File: src/rtl/alu16_pkg.sv
// Shared constants for the 16-bit issue ALU: function codes, FSM states and
// the per-function ALU control tuples.
package alu16_pkg;

   localparam int WIDTH = 16;

   localparam logic [3:0] FN_AND  = 4'd0;
   localparam logic [3:0] FN_OR   = 4'd1;
   localparam logic [3:0] FN_ADD  = 4'd2;
   localparam logic [3:0] FN_SUB  = 4'd3;
   localparam logic [3:0] FN_SLT  = 4'd4;
   localparam logic [3:0] FN_NOR  = 4'd5;
   localparam logic [3:0] FN_ADDC = 4'd6;
   localparam logic [3:0] FN_SUBB = 4'd7;

   localparam logic [2:0] OP_AND = 3'd0;
   localparam logic [2:0] OP_OR  = 3'd1;
   localparam logic [2:0] OP_ADD = 3'd2;
   localparam logic [2:0] OP_SLT = 3'd3;
   localparam logic [2:0] OP_NOR = 3'd4;

   typedef enum logic [1:0] {
      ST_IDLE = 2'd0,
      ST_EXEC = 2'd1,
      ST_DONE = 2'd2
   } state_t;

   // use_carry replaces the fixed cin with the stored carry (ADDC/SUBB);
   // arith marks the functions whose carry/overflow are architecturally visible.
   typedef struct packed {
      logic [2:0] op;
      logic       bnegate;
      logic       cin;
      logic       use_carry;
      logic       arith;
      logic       legal;
   } alu_ctl_t;

   localparam alu_ctl_t CTL_AND     = '{OP_AND, 1'b0, 1'b0, 1'b0, 1'b0, 1'b1};
   localparam alu_ctl_t CTL_OR      = '{OP_OR,  1'b0, 1'b0, 1'b0, 1'b0, 1'b1};
   localparam alu_ctl_t CTL_ADD     = '{OP_ADD, 1'b0, 1'b0, 1'b0, 1'b1, 1'b1};
   localparam alu_ctl_t CTL_SUB     = '{OP_ADD, 1'b1, 1'b1, 1'b0, 1'b1, 1'b1};
   localparam alu_ctl_t CTL_SLT     = '{OP_SLT, 1'b1, 1'b1, 1'b0, 1'b0, 1'b1};
   localparam alu_ctl_t CTL_NOR     = '{OP_NOR, 1'b0, 1'b0, 1'b0, 1'b0, 1'b1};
   localparam alu_ctl_t CTL_ADDC    = '{OP_ADD, 1'b0, 1'b0, 1'b1, 1'b1, 1'b1};
   localparam alu_ctl_t CTL_SUBB    = '{OP_ADD, 1'b1, 1'b0, 1'b1, 1'b1, 1'b1};
   localparam alu_ctl_t CTL_ILLEGAL = '{OP_AND, 1'b0, 1'b0, 1'b0, 1'b0, 1'b0};

   function automatic alu_ctl_t decode_funct(input logic [3:0] funct);
      case (funct)
         FN_AND:  return CTL_AND;
         FN_OR:   return CTL_OR;
         FN_ADD:  return CTL_ADD;
         FN_SUB:  return CTL_SUB;
         FN_SLT:  return CTL_SLT;
         FN_NOR:  return CTL_NOR;
         FN_ADDC: return CTL_ADDC;
         FN_SUBB: return CTL_SUBB;
         default: return CTL_ILLEGAL;
      endcase
   endfunction

endpackage

File: src/rtl/from1_to16.sv
// Purely combinational 16-bit ALU: AND/OR/NOR, add with optional b inversion
// and carry-in, and signed set-less-than built on the adder.
module from1_to16
   import alu16_pkg::*;
(
   input  logic [WIDTH-1:0] a_i,
   input  logic [WIDTH-1:0] b_i,
   input  logic [2:0]       op_i,
   input  logic             bnegate_i,
   input  logic             cin_i,
   output logic [WIDTH-1:0] result_o,
   output logic             cout_o,
   output logic             ovf_o
);

   logic [WIDTH-1:0] b_eff;
   logic [WIDTH:0]   sum;
   logic             ovf;

   always_comb begin
      b_eff = bnegate_i ? ~b_i : b_i;
      sum   = {1'b0, a_i} + {1'b0, b_eff} + {{WIDTH{1'b0}}, cin_i};
      ovf   = (a_i[WIDTH-1] == b_eff[WIDTH-1]) && (sum[WIDTH-1] != a_i[WIDTH-1]);
   end

   // NOTE: every output of a combinational block gets a default first so no
   // path through the case leaves it unassigned and infers a latch.
   always_comb begin
      result_o = '0;
      cout_o   = sum[WIDTH];
      ovf_o    = ovf;
      case (op_i)
         OP_AND:  result_o = a_i & b_eff;
         OP_OR:   result_o = a_i | b_eff;
         OP_ADD:  result_o = sum[WIDTH-1:0];
         OP_SLT:  result_o = {{(WIDTH-1){1'b0}}, sum[WIDTH-1] ^ ovf};
         OP_NOR:  result_o = ~(a_i | b_eff);
         default: result_o = '0;
      endcase
   end

endmodule

File: src/rtl/alu16_issue.sv
// Single-issue ALU wrapper: accepts one command, executes it on registered
// operands, and holds the registered result until the consumer takes it.
module alu16_issue
   import alu16_pkg::*;
(
   input  logic             clk,
   input  logic             rst,
   input  logic             cmd_valid,
   output logic             cmd_ready,
   input  logic [3:0]       cmd_funct,
   input  logic [WIDTH-1:0] cmd_a,
   input  logic [WIDTH-1:0] cmd_b,
   output logic             res_valid,
   input  logic             res_ready,
   output logic [WIDTH-1:0] res_data,
   output logic             res_zero,
   output logic             res_neg,
   output logic             res_carry,
   output logic             res_ovf,
   output logic             res_err
);

   state_t           state_q, state_d;
   logic [3:0]       funct_q;
   logic [WIDTH-1:0] a_q, b_q;
   logic [WIDTH-1:0] data_q, data_d;
   logic             zero_q, zero_d;
   logic             neg_q, neg_d;
   logic             carry_q, carry_d;
   logic             ovf_q, ovf_d;
   logic             err_q, err_d;
   logic             stored_c_q;

   alu_ctl_t         ctl;
   logic [WIDTH-1:0] alu_result;
   logic             alu_cout, alu_ovf;
   logic             accept;

   // Handshake outputs are forced low while reset is held, even before the
   // synchronous reset has reached the state register.
   assign cmd_ready = !rst && ((state_q == ST_IDLE) || ((state_q == ST_DONE) && res_ready));
   assign res_valid = !rst && (state_q == ST_DONE);
   assign accept    = cmd_valid && cmd_ready;

   assign ctl = decode_funct(funct_q);

   from1_to16 u_alu (
      .a_i       (a_q),
      .b_i       (b_q),
      .op_i      (ctl.op),
      .bnegate_i (ctl.bnegate),
      .cin_i     (ctl.use_carry ? stored_c_q : ctl.cin),
      .result_o  (alu_result),
      .cout_o    (alu_cout),
      .ovf_o     (alu_ovf)
   );

   always_comb begin
      state_d = state_q;
      case (state_q)
         ST_IDLE: if (accept) state_d = ST_EXEC;
         ST_EXEC: state_d = ST_DONE;
         ST_DONE: if (res_ready) state_d = cmd_valid ? ST_EXEC : ST_IDLE;
         default: state_d = ST_IDLE;
      endcase
   end

   always_comb begin
      data_d  = alu_result;
      zero_d  = (alu_result == '0);
      neg_d   = alu_result[WIDTH-1];
      carry_d = ctl.arith && alu_cout;
      ovf_d   = ctl.arith && alu_ovf;
      err_d   = 1'b0;
      if (!ctl.legal) begin
         data_d = '0;
         zero_d = 1'b1;
         neg_d  = 1'b0;
         err_d  = 1'b1;
      end
   end

   // NOTE: registers take non-blocking assignments so every flop samples the
   // pre-edge values regardless of statement order.
   always_ff @(posedge clk) begin
      if (rst) begin
         state_q    <= ST_IDLE;
         funct_q    <= '0;
         a_q        <= '0;
         b_q        <= '0;
         data_q     <= '0;
         zero_q     <= 1'b0;
         neg_q      <= 1'b0;
         carry_q    <= 1'b0;
         ovf_q      <= 1'b0;
         err_q      <= 1'b0;
         stored_c_q <= 1'b0;
      end else begin
         state_q <= state_d;
         if (accept) begin
            funct_q <= cmd_funct;
            a_q     <= cmd_a;
            b_q     <= cmd_b;
         end
         if (state_q == ST_EXEC) begin
            data_q  <= data_d;
            zero_q  <= zero_d;
            neg_q   <= neg_d;
            carry_q <= carry_d;
            ovf_q   <= ovf_d;
            err_q   <= err_d;
            if (ctl.arith) stored_c_q <= carry_d;
         end
      end
   end

   assign res_data  = data_q;
   assign res_zero  = zero_q;
   assign res_neg   = neg_q;
   assign res_carry = carry_q;
   assign res_ovf   = ovf_q;
   assign res_err   = err_q;

endmodule
File: config.mk
export PLATFORM = sky130hd
export DESIGN_NAME = alu16_issue
export DESIGN_NICKNAME = d
export VERILOG_FILES = /design/src/rtl/alu16_pkg.sv /design/src/rtl/from1_to16.sv /design/src/rtl/alu16_issue.sv
export SDC_FILE = /design/constraint.sdc
export NUM_CORES = 1
export LEC_CHECK = 0
export ABC_AREA = 1
export BUFFER_PORTS_ARGS = -buffer_cell sky130_fd_sc_hd__buf_2
export CAP_MARGIN = 15
export CORE_UTILIZATION = 41
export CTS_CLUSTER_DIAMETER = 30
export CTS_CLUSTER_SIZE = 25
export DETAILED_ROUTE_END_ITERATION = 12
export PLACE_DENSITY = 0.63
export SYNTH_ARGS = -nofsm -noshare
export SYNTH_HDL_FRONTEND = slang
export SYNTH_SLANG_ARGS = --single-unit
File: constraint.sdc
create_clock -name clk -period 10.2 [get_ports clk]
set_input_delay 1.02 -clock clk [delete_from_list [all_inputs] [get_ports clk]]
set_output_delay 1.02 -clock clk [all_outputs]
set_load 0.1 [all_outputs]
==> impl_metrics.toml <==
[cells_and_area]
fin_nets = 777
area_growth_pct = 14.8
n_antenna_cell = 0
layout.cells.most_common = "nand2_1"
finish.utilization_pct = 49.1
final_cell_mix = "nand2_1 (187), inv_1 (97), a21oi_1 (72)"
final_cell_area_sq_mm = 0.00486
drive_gt1_share_pct = 13.6

[logic_synthesis]
synth.distinct_cells = 32
synth.net_count = 724
synth-seq-cells = 66
yosysWarningCount = 0
synthCells = 646
avgSynthCellArea_sq_um = 6.56
netlist_area_sq_mm = 0.00424
ys_seq_area_share_pct = 31.2

[floorplan]
start_util_pct = 42.7
dieWidth_um = 104
core_sq_mm = 0.00991
dieArea_sq_mm = 0.0107
io_pins = 63
die_h_um = 104
row_count = 36

[timing]
min_period_ps = 3680
skew_ps = 11.3
tightest_slew_ps = 957
slew_headroom_pct = 35.8
fin_crit_sh_pct = 36.0
drv_slew = 0
tns_ps = 0
clock.fmax_mhz = 272
rsz0062_at_grt = "false"
setup_viol = 0
final-hold-violation-count = 0
hold_ws_ps = 465

[detailed_routing]
ant_nets = 0
drtIter0Drc = 178
first_pass_iters = 5
vias_per_cell = 4.87
drc = 0
routedWlPerCell_um = 13.1
dr_total_vias = 4075
routed_wl_um = 10900

[clock_tree]
tritoncts = "done"
numCtsBuffers = 9
clk_pin_slew_worst_paths_ps = 80
cts-resized-gates = 0
cts_setup_buffers = 0
cts_root_buf = "clkbuf_8"
cts_sinks = 66
clock_latency_ps = 350
hold_buffers = 0
cts_max_path_buffers = 2
cts_max_level = 3

[setup_path]
cp.arrival_ps = 3960
reg2reg_from = "funct_q[3]$_SDFFE_PP0P_"
cp-endpoint = "res_zero$_SDFFE_PP0P_"
startpoint = "funct_q[3]$_SDFFE_PP0P_"
start_kind = "flop"
rrSetupSlack_ps = 6520
critical_path_class = "reg2reg"
crit_fanout = 16
required_ps = 10480
r2r_end = "res_zero$_SDFFE_PP0P_"
rr_worst_depth = 18
end_kind = "flop"

[placed_design]
place_congestion = 0.892
placed_cell_area_sq_mm = 0.00463
portBuffers = 62
dp_hpwl_um = 8400

[grt]
first_global_vias = 3874
grt_overflow_total = 0
grt_first_pass_wirelength_um = 18000
track_usage_pct = 20.9
grt_max_degree = 55
grt_antenna_before_repair = 0

[min_path]
hp-start = "res_data[11]$_SDFFE_PP0P_"
worstHoldPathType = "reg2reg"

[job]
maxCapViolations = 0

[pwr]
powerDensity_mw_per_mm2 = 151
ir_drop_mv = 0.0865
p_leak_nw = 2.49

[outcome]
status = "complete, no violations"
-- synthesized netlist by cell type, drive strengths merged --
master    n  area, sq um
nand2   189          714
inv      98          368
a21oi    73          369
dfxtp    66         1320
nor2     47          189
o21ai    41          205
ha       36          450
nand3    30          155
xor2     17          149
clkbuf   12         45.0
buf      10         60.1
or2       6         37.5
nand4     5         31.3
and2      3         18.8
nor3      3         15.0
a211oi    2         20.0
fa        2         40.0
nand3b    2         15.0
o22ai     2         12.5
o211a     1         10.0
xnor2     1         8.76
-- power by group --
group / switching, mW / total [mW] / internal (mW)
Sequential: 0.00776 / 0.279 / 0.271
Clock: 0.115 / 0.262 / 0.147
Combinational: 0.132 / 0.190 / 0.0588
-- logic make-up (layout without fill, tap and decap cells) --
kind of cell / count (synthesis) / count (layout) / share of synthesized area (%)
flops: 66 / 66 / 31.2
xor+xnor: 18 / 18 / 3.72
buf+inv: 120 / 178 / 11.2
compound gates: 119 / 119 / 14.6
simple gates: 285 / 285 / 27.8
fa+ha+maj: 38 / 38 / 11.6
-- worst min-delay path by stage --
| stage | endpoint | cells after the start |
|---|---|---|
| after global routing | res_data[12]$_SDFFE_PP0P_ | 2 |
| after global placement | res_data[0]$_SDFFE_PP0P_ | 2 |
| final | res_data[11]$_SDFFE_PP0P_ | 2 |
| after CTS | res_data[11]$_SDFFE_PP0P_ | 2 |
| after detailed placement | res_data[11]$_SDFFE_PP0P_ | 2 |
| after floorplan | stored_c_q$_SDFFE_PP0P_ | 2 |
-- area by class of cell --
class,count,area [sq um]
multi-input cells,460,2450
repair buffers,64,329
flip-flops and latches,66,1320
fillers,1078,5050
inverters,98,368
clock inverters,6,95.1
clock buffers,10,138
well taps,133,166
-- through the flow --
stage	instances	setup WS, ps	total power, mW
floorplan	646	6730	0.427
global placement	820	6540	0.471
detailed placement	821	6390	0.475
CTS	837	6520	0.737
global route	837	6170	0.772
finish	837	6520	0.732
-- metal layers --
metal	wire, um	GRT usage (%)
met1	5140	25.9
met5	0	0
met3	484	3.65
met4	97	5.07
met2	5220	37.2
-- critical path, cell delays in order (launching register included) --
cell and delay, ps:
dfxtp_1 460, inv_1 110, nand2_1 570, xor2_1 250
inv_1 110, fa_1 460, fa_1 400, nand2_1 120
nand2_1 80, nand3_1 70, nand2_1 90, or2_2 280
nand3_1 60, nand2_1 80, nor2_1 120, nand2_1 60
nor2_1 100, nand2_1 70, a21oi_2 100
No activity file was read; power rests on OpenSTA's default activity.
